--- config.mk ---
export PLATFORM = sky130hd
export DESIGN_NAME = icon_egress_buf
export DESIGN_NICKNAME = d
export VERILOG_FILES = /design/src/rtl/icon_pkg.sv /design/src/rtl/icon_egress_fifo.sv /design/src/rtl/icon_egress_buf.sv
export SDC_FILE = /design/constraint.sdc
export NUM_CORES = 2
export LEC_CHECK = 0
export ABC_AREA = 1
export ABC_CLOCK_PERIOD_IN_PS = 21200
export BUFFER_PORTS_ARGS = -buffer_cell sky130_fd_sc_hd__buf_2
export CORE_ASPECT_RATIO = 0.8
export CORE_UTILIZATION = 30
export CTS_BUF_LIST = sky130_fd_sc_hd__clkbuf_2 sky130_fd_sc_hd__clkbuf_4 sky130_fd_sc_hd__clkbuf_8
export DETAILED_ROUTE_END_ITERATION = 7
export MAX_ROUTING_LAYER = met4
export SLEW_MARGIN = 25
export SYNTH_ARGS = -nofsm -noshare
export SYNTH_HDL_FRONTEND = slang
export SYNTH_HIERARCHICAL = 1
export SYNTH_SLANG_ARGS = --single-unit
--- constraint.sdc ---
create_clock -name i_clk -period 21.2 [get_ports i_clk]
set_clock_uncertainty 0.05 [all_clocks]
set_input_delay 3.18 -clock i_clk [delete_from_list [all_inputs] [get_ports i_clk]]
set_output_delay 3.18 -clock i_clk [all_outputs]
set_load 0.005 [all_outputs]
--- src/rtl/icon_pkg.sv ---
// Shared definitions for the interconnect egress path: the default beat
// geometry, the packed beat type and the pointer-width helper.
package icon_pkg;

   localparam int ICON_ADDR_W = 9;
   localparam int ICON_DATA_W = 1;

   // One network beat at the default geometry: address in the upper bits, data below.
   typedef struct packed {
      logic [ICON_ADDR_W-1:0] addr;
      logic [ICON_DATA_W-1:0] data;
   } icon_beat_t;

   // Bits needed to index n entries, never less than one so a 1-entry
   // structure still gets a legal vector.
   function automatic int clog2_min1(input int n);
      int w;
      w = 1;
      while ((1 << w) < n) begin
         w = w + 1;
      end
      return w;
   endfunction

endpackage

--- src/rtl/icon_egress_fifo.sv ---
// Single-lane show-ahead FIFO for the egress buffer. The network cannot be
// stalled, so a beat that finds the FIFO full (and no pop this cycle) is
// discarded and recorded in a sticky overflow flag and a saturating counter.
module icon_egress_fifo
   import icon_pkg::*;
#(
   parameter int DATA_W = 1,
   parameter int ADDR_W = 9,
   parameter int DEPTH  = 4,
   parameter int CNT_W  = 8
) (
   input  logic              i_clk,
   input  logic              i_rst,
   input  logic              i_push,
   input  logic [ADDR_W-1:0] i_addr,
   input  logic [DATA_W-1:0] i_data,
   input  logic              i_ready,
   input  logic              i_ovf_clr,
   output logic              o_valid,
   output logic [ADDR_W-1:0] o_addr,
   output logic [DATA_W-1:0] o_data,
   output logic              o_full,
   output logic              o_ovf,
   output logic [CNT_W-1:0]  o_drop_cnt
);

   localparam int PTR_W  = clog2_min1(DEPTH);
   localparam int BEAT_W = ADDR_W + DATA_W;

   localparam logic [PTR_W:0]   COUNT_FULL = (PTR_W+1)'(DEPTH);
   localparam logic [PTR_W:0]   COUNT_ONE  = (PTR_W+1)'(1);
   localparam logic [PTR_W-1:0] PTR_ONE    = PTR_W'(1);
   localparam logic [CNT_W-1:0] DROP_MAX   = {CNT_W{1'b1}};
   localparam logic [CNT_W-1:0] DROP_ONE   = CNT_W'(1);

   logic [BEAT_W-1:0] mem [DEPTH];

   logic [PTR_W-1:0] wr_ptr_reg;
   logic [PTR_W-1:0] rd_ptr_reg;
   logic [PTR_W:0]   count_reg;
   logic             ovf_reg;
   logic [CNT_W-1:0] drop_cnt_reg;

   logic              is_empty;
   logic              is_full;
   logic              pop;
   logic              push_ok;
   logic              drop;
   logic [BEAT_W-1:0] head;

   assign is_empty = (count_reg == '0);
   assign is_full  = (count_reg == COUNT_FULL);
   // i_ready on an empty lane is not a handshake.
   assign pop      = !is_empty && i_ready;
   // A full lane still takes the beat when the head leaves in the same cycle.
   assign push_ok  = i_push && (!is_full || pop);
   assign drop     = i_push && is_full && !pop;

   // Storage write; no reset so the array maps onto RAM resources.
   always_ff @(posedge i_clk) begin
      if (push_ok) begin
         mem[wr_ptr_reg] <= {i_addr, i_data};
      end
   end

   // Pointer and occupancy bookkeeping; simultaneous push+pop leaves count alone.
   always_ff @(posedge i_clk or posedge i_rst) begin
      if (i_rst) begin
         wr_ptr_reg <= '0;
         rd_ptr_reg <= '0;
         count_reg  <= '0;
      end else begin
         if (push_ok) begin
            wr_ptr_reg <= wr_ptr_reg + PTR_ONE;
         end
         if (pop) begin
            rd_ptr_reg <= rd_ptr_reg + PTR_ONE;
         end
         case ({push_ok, pop})
            2'b10:   count_reg <= count_reg + COUNT_ONE;
            2'b01:   count_reg <= count_reg - COUNT_ONE;
            default: count_reg <= count_reg;
         endcase
      end
   end

   // Overflow flag and saturating drop counter; a clear beats a same-cycle drop.
   always_ff @(posedge i_clk or posedge i_rst) begin
      if (i_rst) begin
         ovf_reg      <= 1'b0;
         drop_cnt_reg <= '0;
      end else if (i_ovf_clr) begin
         ovf_reg      <= 1'b0;
         drop_cnt_reg <= '0;
      end else if (drop) begin
         ovf_reg <= 1'b1;
         if (drop_cnt_reg != DROP_MAX) begin
            drop_cnt_reg <= drop_cnt_reg + DROP_ONE;
         end
      end
   end

   // Show-ahead head: read straight from storage, forced to zero while empty
   // so the outputs are defined from reset onwards.
   assign head       = mem[rd_ptr_reg];
   assign o_valid    = !is_empty;
   assign o_addr     = is_empty ? '0 : head[BEAT_W-1:DATA_W];
   assign o_data     = is_empty ? '0 : head[DATA_W-1:0];
   assign o_full     = is_full;
   assign o_ovf      = ovf_reg;
   assign o_drop_cnt = drop_cnt_reg;

endmodule

--- src/rtl/icon_egress_buf.sv ---
// Egress buffer behind the last interconnect stage: an optional capture
// register on the network outputs followed by one independent FIFO per lane
// presenting beats to the heap bank port with valid/ready.
module icon_egress_buf
   import icon_pkg::*;
#(
   parameter int INPUTS   = 32,
   parameter int DATA_W   = ICON_DATA_W,
   parameter int ADDR_W   = ICON_ADDR_W,
   parameter int DEPTH    = 4,
   parameter int PIPELINE = 1,
   parameter int CNT_W    = 8
) (
   input  logic                     i_clk,
   input  logic                     i_rst,
   input  logic [INPUTS-1:0]        i_valid,
   input  logic [INPUTS*ADDR_W-1:0] i_addr,
   input  logic [INPUTS*DATA_W-1:0] i_data,
   output logic [INPUTS-1:0]        o_valid,
   output logic [INPUTS*ADDR_W-1:0] o_addr,
   output logic [INPUTS*DATA_W-1:0] o_data,
   input  logic [INPUTS-1:0]        i_ready,
   output logic [INPUTS-1:0]        o_full,
   output logic [INPUTS-1:0]        o_ovf,
   input  logic [INPUTS-1:0]        i_ovf_clr,
   output logic [INPUTS*CNT_W-1:0]  o_drop_cnt
);

   logic [INPUTS-1:0]        wr_valid;
   logic [INPUTS*ADDR_W-1:0] wr_addr;
   logic [INPUTS*DATA_W-1:0] wr_data;

   generate
      if (PIPELINE != 0) begin : g_cap
         logic [INPUTS-1:0]        cap_valid_reg;
         logic [INPUTS*ADDR_W-1:0] cap_addr_reg;
         logic [INPUTS*DATA_W-1:0] cap_data_reg;

         // Retime the network outputs every cycle; the FIFO sees them one edge later.
         always_ff @(posedge i_clk or posedge i_rst) begin
            if (i_rst) begin
               cap_valid_reg <= '0;
               cap_addr_reg  <= '0;
               cap_data_reg  <= '0;
            end else begin
               cap_valid_reg <= i_valid;
               cap_addr_reg  <= i_addr;
               cap_data_reg  <= i_data;
            end
         end

         assign wr_valid = cap_valid_reg;
         assign wr_addr  = cap_addr_reg;
         assign wr_data  = cap_data_reg;
      end else begin : g_direct
         assign wr_valid = i_valid;
         assign wr_addr  = i_addr;
         assign wr_data  = i_data;
      end
   endgenerate

   genvar gi;
   generate
      for (gi = 0; gi < INPUTS; gi++) begin : g_lane
         icon_egress_fifo #(
            .DATA_W (DATA_W),
            .ADDR_W (ADDR_W),
            .DEPTH  (DEPTH),
            .CNT_W  (CNT_W)
         ) u_fifo (
            .i_clk      (i_clk),
            .i_rst      (i_rst),
            .i_push     (wr_valid[gi]),
            .i_addr     (wr_addr[gi*ADDR_W +: ADDR_W]),
            .i_data     (wr_data[gi*DATA_W +: DATA_W]),
            .i_ready    (i_ready[gi]),
            .i_ovf_clr  (i_ovf_clr[gi]),
            .o_valid    (o_valid[gi]),
            .o_addr     (o_addr[gi*ADDR_W +: ADDR_W]),
            .o_data     (o_data[gi*DATA_W +: DATA_W]),
            .o_full     (o_full[gi]),
            .o_ovf      (o_ovf[gi]),
            .o_drop_cnt (o_drop_cnt[gi*CNT_W +: CNT_W])
         );
      end
   endgenerate

endmodule

Yosys cells after proc, flatten, opt, wreduce, memory -nomap -nowiden. Memories as Yosys holds them, arrays and structs flattened. Index checks and enable logic that the tools add are counted. W data, S select, Z words.

$add $sub $neg: 160. Equality and inequality tests: 128. Multiplexer cells: 320. Reduce and logical (&&, ||, !) cells: 416.

Operators by type and width (count): $mux W8 (96); $mux W9 (32); $add A8 B1 Y8 const B (32); $ne A8 B8 Y1 const B (32); $pmux W3 S2 (32); $reduce_bool A2 Y1 (96); $mux W1 (160); $add A2 B1 Y2 const B (64); $logic_and A1 B1 Y1 (128); $add A3 B1 Y3 const B (32); $eq A3 B3 Y1 const B (32); $logic_not A1 Y1 (96); $logic_not A3 Y1 (32); $sub A3 B1 Y3 const B (32); $eq A2 B1 Y1 const B (32); $eq A2 B2 Y1 const B (32); $reduce_and A2 Y1 (32); $logic_or A1 B1 Y1 (32).

Register bits after elaboration: 864. Bits in writable memories: 1280. Input port bits: 418. Memories: 32.

Memory list: g_lane[0].u_fifo.mem (depth 4, width 10, read ports 1, clocked after memory_dff 0, wr ports 1, line icon_egress_fifo.sv:36) `logic [BEAT_W-1:0] mem [DEPTH];`; g_lane[10].u_fifo.mem (depth 4, width 10, read ports 1, clocked after memory_dff 0, wr ports 1, line icon_egress_fifo.sv:36); g_lane[11].u_fifo.mem (depth 4, width 10, read ports 1, clocked after memory_dff 0, wr ports 1, line icon_egress_fifo.sv:36); g_lane[12].u_fifo.mem (depth 4, width 10, read ports 1, clocked after memory_dff 0, wr ports 1, line icon_egress_fifo.sv:36); g_lane[13].u_fifo.mem (depth 4, width 10, read ports 1, clocked after memory_dff 0, wr ports 1, line icon_egress_fifo.sv:36); g_lane[14].u_fifo.mem (depth 4, width 10, read ports 1, clocked after memory_dff 0, wr ports 1, line icon_egress_fifo.sv:36); +26 memories.

Depth between registers and ports, before layout.
Depth after elaboration: 7. Depth in mapped cells: 9. Depth with buffers taken out: 9.

Modules after synthesis. The synthesis kept the hierarchy.

By module, submodules not included: icon_egress_fifo (instances 32, cells an instance 247, area each 2539.9 um^2, seq. area each 1601.5 um^2); icon_egress_buf (instances 1, cells an instance 353, area each 8812.2 um^2, seq. area each 8808.4 um^2).

Worst setup path after synthesis. No wires, ideal clock.

Kind: register to output. Start: register g_lane[0].u_fifo.rd_ptr_reg[0]. End: output port o_addr[0]. Arrival time: 0.947 ns. Setup slack: 17.023 ns. Cell stages (with the launch flop): 5. Path through: dfrtp_1 > inv_1 > clkbuf_1 > o21ai_0 > a21oi_1.

Cells in the longest elaborated chain, start to end: 2.

Ends and longest elaborated chain: start: declaration (line icon_egress_fifo.sv:39) `logic [PTR_W-1:0] rd_ptr_reg;`; start signal: assignment (line icon_egress_fifo.sv:77) `rd_ptr_reg <= rd_ptr_reg + PTR_ONE;`; $mem_v2 Z4 W10; $mux W9 (line icon_egress_fifo.sv:107) `assign o_addr = is_empty ? '0 : head[BEAT_W-1:DATA_W];`; end: declaration (line icon_egress_buf.sv:20) `output logic [INPUTS*ADDR_W-1:0] o_addr,`.

No other way between the ends.

Worst setup path after layout.
Start: register g_lane[5].u_fifo.rd_ptr_reg[0]. End: output port o_addr[47].

Cells in the longest elaborated chain, start to end: 2.

Ends and longest elaborated chain (line): start: declaration (icon_egress_fifo.sv:39); start signal: assignment (icon_egress_fifo.sv:77); $mem_v2 Z4 W10; $mux W9 (icon_egress_fifo.sv:107).

No other way between the ends.

==> implementation parameters <==
Parameter                              Value

STA
  Pin slew with the least headroom to its limit ... 1110 ps
  Final Max Slew Viols ... 0
  Final hold violation count ... 0
  Setup slack of the critical path after layout ... 14700 ps
  Setup repair after global routing missed its margin ... no
  Period Utilization, post-route ... 0.307
  Aggregate negative setup slack ... 0 ps
  Count of endpoints failing setup in the final report ... 0
  Peak clock frequency supported by timing ... 154 MHz
  Final critical-path required period ... 6500 ps
  Max transition margin ... 0.256

Finish
  Number of flip-flops under the largest register name ... 1280
  Net count, final ... 10100
  Fraction of layout instances using a drive strength above 1 ... 0.218
  Area taken by flip-flops and latches ... 60100 sq um
  Multi-input gate area in the final layout ... 25600 sq um
  Layout-stage area growth over the synthesis result ... 19.0%
  Util after Layout ... 0.360
  Total non-filler cell area in the finished layout ... 107000 sq um
  # fillers ... 29400

Logic synthesis
  Net count after synthesis ... 8867
  Warnings from Yosys ... 6
  Number of enable flip-flop cells after synthesis ... 1280
  FFs w/ async S/R, synth ... 0.403
  Most frequently used flop master after synthesis ... edfxtp_1
  Portion of the post-synthesis area used by sequential elements ... 0.667
  Synthesized area per cell ... 10.9 sq um
  Yosys reg bits ... 2144
  Area contributors post-synth ... edfxtp_1 43%, dfrtp_1 24%, nor2_1 7.1%, nand2_1 4.7%, o21ai_0 3.7%
  Cell with the most instances after synthesis ... nor2_1
  Post-synthesis cell type with the largest combined area ... edfxtp_1
  Unique masters post-synth ... 24
  Synth top area share ... 0.427
  Synth cell count leaders ... 1696 x nor2_1, 1280 x edfxtp_1, 1120 x nand2_1
  Cell area after synthesis ... 90100 sq um
  Synth Instances ... 8257

Clock network
  # clock sinks ... 2144
  Setup Fix Bufs, Post-CTS ... 0
  CTS Buf Count ... 358
  Maximum root-to-sink buffer count ... 4
  Source-to-sink clock delay at the later pin of the worst-skew pair ... 950 ps
  CTS tree ... done
  Number of H-tree levels ... 5
  Clock root buffer ... clkbuf_8
  Resized cells post-CTS ... 0
  Clock-pin slew of the registers on the worst-case setup and hold paths ... 70 ps
  Hold buffer count at cts ... 0

Power
  Power density of the placed cells ... 132 nW/um^2
  Peak ir drop on the vdd network ... 0.0892 mV
  Power consumption ... 14.2 mW
  Leakage power of the design ... 45.7 nW

Detailed routing
  DRC marker count from the first detailed-route iteration ... 4026
  Routed wire length on met3 ... 13300 um
  DRT Wirelength ... 258000 um
  Number of nets with antenna violations after detailed routing ... 0
  Ratio of routed vias to standard cells ... 4.45
  TritonRoute pass-1 iters ... 5
  Uppermost signal routing layer after detailed routing ... met4
  Remaining DRCs ... 0
  Length of routed met2 wiring ... 123000 um
  Total number of vias ... 61600
  Detailed-route wire length per cell ... 18.6 um
  Routed metal-1 wirelength ... 108000 um

GRT
  Total congestion overflow ... 0
  Global Route Usage Sum ... 0.170
  Number of global-route vias before repair ... 57600
  Global-route wire length before repair ... 377000 um
  Pin count of the biggest net entering global routing ... 127
  Initial antenna violation count ... 88

Floorplan
  Die Footprint ... 303000 sq um
  Initial standard-cell utilization of the core ... 0.302
  Area of the placeable core ... 298000 sq um
  Die Ht ... 492 um
  Site Rows ... 179
  Die Span X ... 615 um
  Count of boundary I/O pins ... 1090

Critical path
  Worst setup path class ... flip-flop to output pin
  Worst Path Arrival ... 3270 ps
  Kind of end point of the critical path ... output pin
  Data required time at the worst endpoint ... 17970 ps
  Critical path launch point type ... flip-flop
  Critical path peak fanout ... 22

Placement
  Total of buffers placed on input and output ports ... 1089
  Half-perimeter wire length of the detailed placement result ... 185000 um
  Placed standard-cell area ... 99300 sq um
  Post-place setup slack ... 15520 ps
  Last weighted congestion value of the routability-driven placer ... 0.925

Job
  Count of maximum capacitance violations ... 0

Outcome
  Outcome ... finished, final reports clean

Min path
  Path category of the worst min-delay check ... flip-flop to flip-flop
placed cells by master (no fill, tap or decap):
cell type	Yosys	layout
buf_12	32	1
o21ai_0	672	672
inv_8	0	4
nor2_2	32	83
nor2_1	1696	1645
o21ai_1	96	96
nand2_1	1120	1120
clkinv_4	0	1
clkbuf_8	0	409
buf_2	64	1088
inv_12	0	2
edfxtp_1	1280	1280
nor2_4	32	32
diode_2	0	61
inv_1	801	798
nand3_1	288	288
nand4_1	32	32
inv_6	0	5
a21oi_1	416	416
xor2_1	128	128
clkinv_8	0	6
inv_16	0	1
nand2_4	32	32
nand4_2	32	32
buf_4	0	5
clkinv_1	64	114
bufinv_16	0	15
clkinvlp_4	0	7
o21ai_2	160	160
clkinv_2	0	45
nand2_2	96	96
ha_1	160	160
nand3b_1	32	32
clkbuf_4	0	119
fa_1	32	32
buf_6	0	1
dfrtp_1	864	864
path summary, 6_finish.rpt:
path                                                       startpoint                                    end  slack (ps)  depth (start not counted)
max reg2reg                g_lane[31].u_fifo/count_reg[0]$_DFFE_PP0P_  g_lane[31].u_fifo/mem[2][5]$_DFFE_PP_       19170                          4
max                        g_lane[5].u_fifo/rd_ptr_reg[0]$_DFFE_PP0N_                             o_addr[47]       14700                          4
min                                 g_cap.cap_addr_reg[163]$_DFF_PP0_  g_lane[18].u_fifo/mem[0][2]$_DFFE_PP_         400                          0
min reg2reg                         g_cap.cap_addr_reg[163]$_DFF_PP0_  g_lane[18].u_fifo/mem[0][2]$_DFFE_PP_         400                          0
max in group asynchronous                                       i_rst       g_cap.cap_data_reg[23]$_DFF_PP0_       16670                          4
min in group asynchronous                                       i_rst      g_cap.cap_addr_reg[178]$_DFF_PP0_        2430                          2
report_power, final:
part           leakage, nW  internal, mW  switching (mW)
Combinational         19.2          1.42            2.97
Sequential            22.4          5.26           0.652
Clock                 4.06          2.17            1.72
per-layer routing:
| metal | track usage | vias up |
|---|---|---|
| met5 | - | - |
| met4 | 0.0973 | 0 |
| met3 | 0.0324 | 561 |
| met2 | 0.264 | 1602 |
| met1 | 0.208 | 29500 |
| li1 | - | 30000 |
worst max-delay path, stage by stage, from the launching register on:
cell and delay, ps:
dfrtp_1 670, inv_1 590, o21ai_0 180, a21oi_1 680
buf_2 240
stage by stage:
step	instances	hold WS (ps)
after floorplan	8257	405
after global placement	13100	418
after detailed placement	13100	422
after CTS	13800	401
after global routing	13900	437
final	13900	397
cells by family (layout without fill, tap and decap cells):
logic type | after synthesis | after routing | synth area share
compound gates | 1344 | 1344 | 0.0813
xor+xnor | 128 | 128 | 0.0124
fa+ha+maj | 192 | 192 | 0.0293
buf+inv | 1057 | 2621 | 0.0507
flops | 2144 | 2144 | 0.667
other cells | 0 | 61 | 0
simple gates | 3392 | 3392 | 0.160
final cells by class:
type                    instances  area share
diodes                         61     0.00142
clock buffers                 528      0.0608
clock inverters               133      0.0107
inverters                     865      0.0304
multi-input cells            5056       0.239
flip-flops and latches       2144       0.560
well taps                    3982      0.0465
repair buffers               1095      0.0514
(Power assumes the default switching activity.)
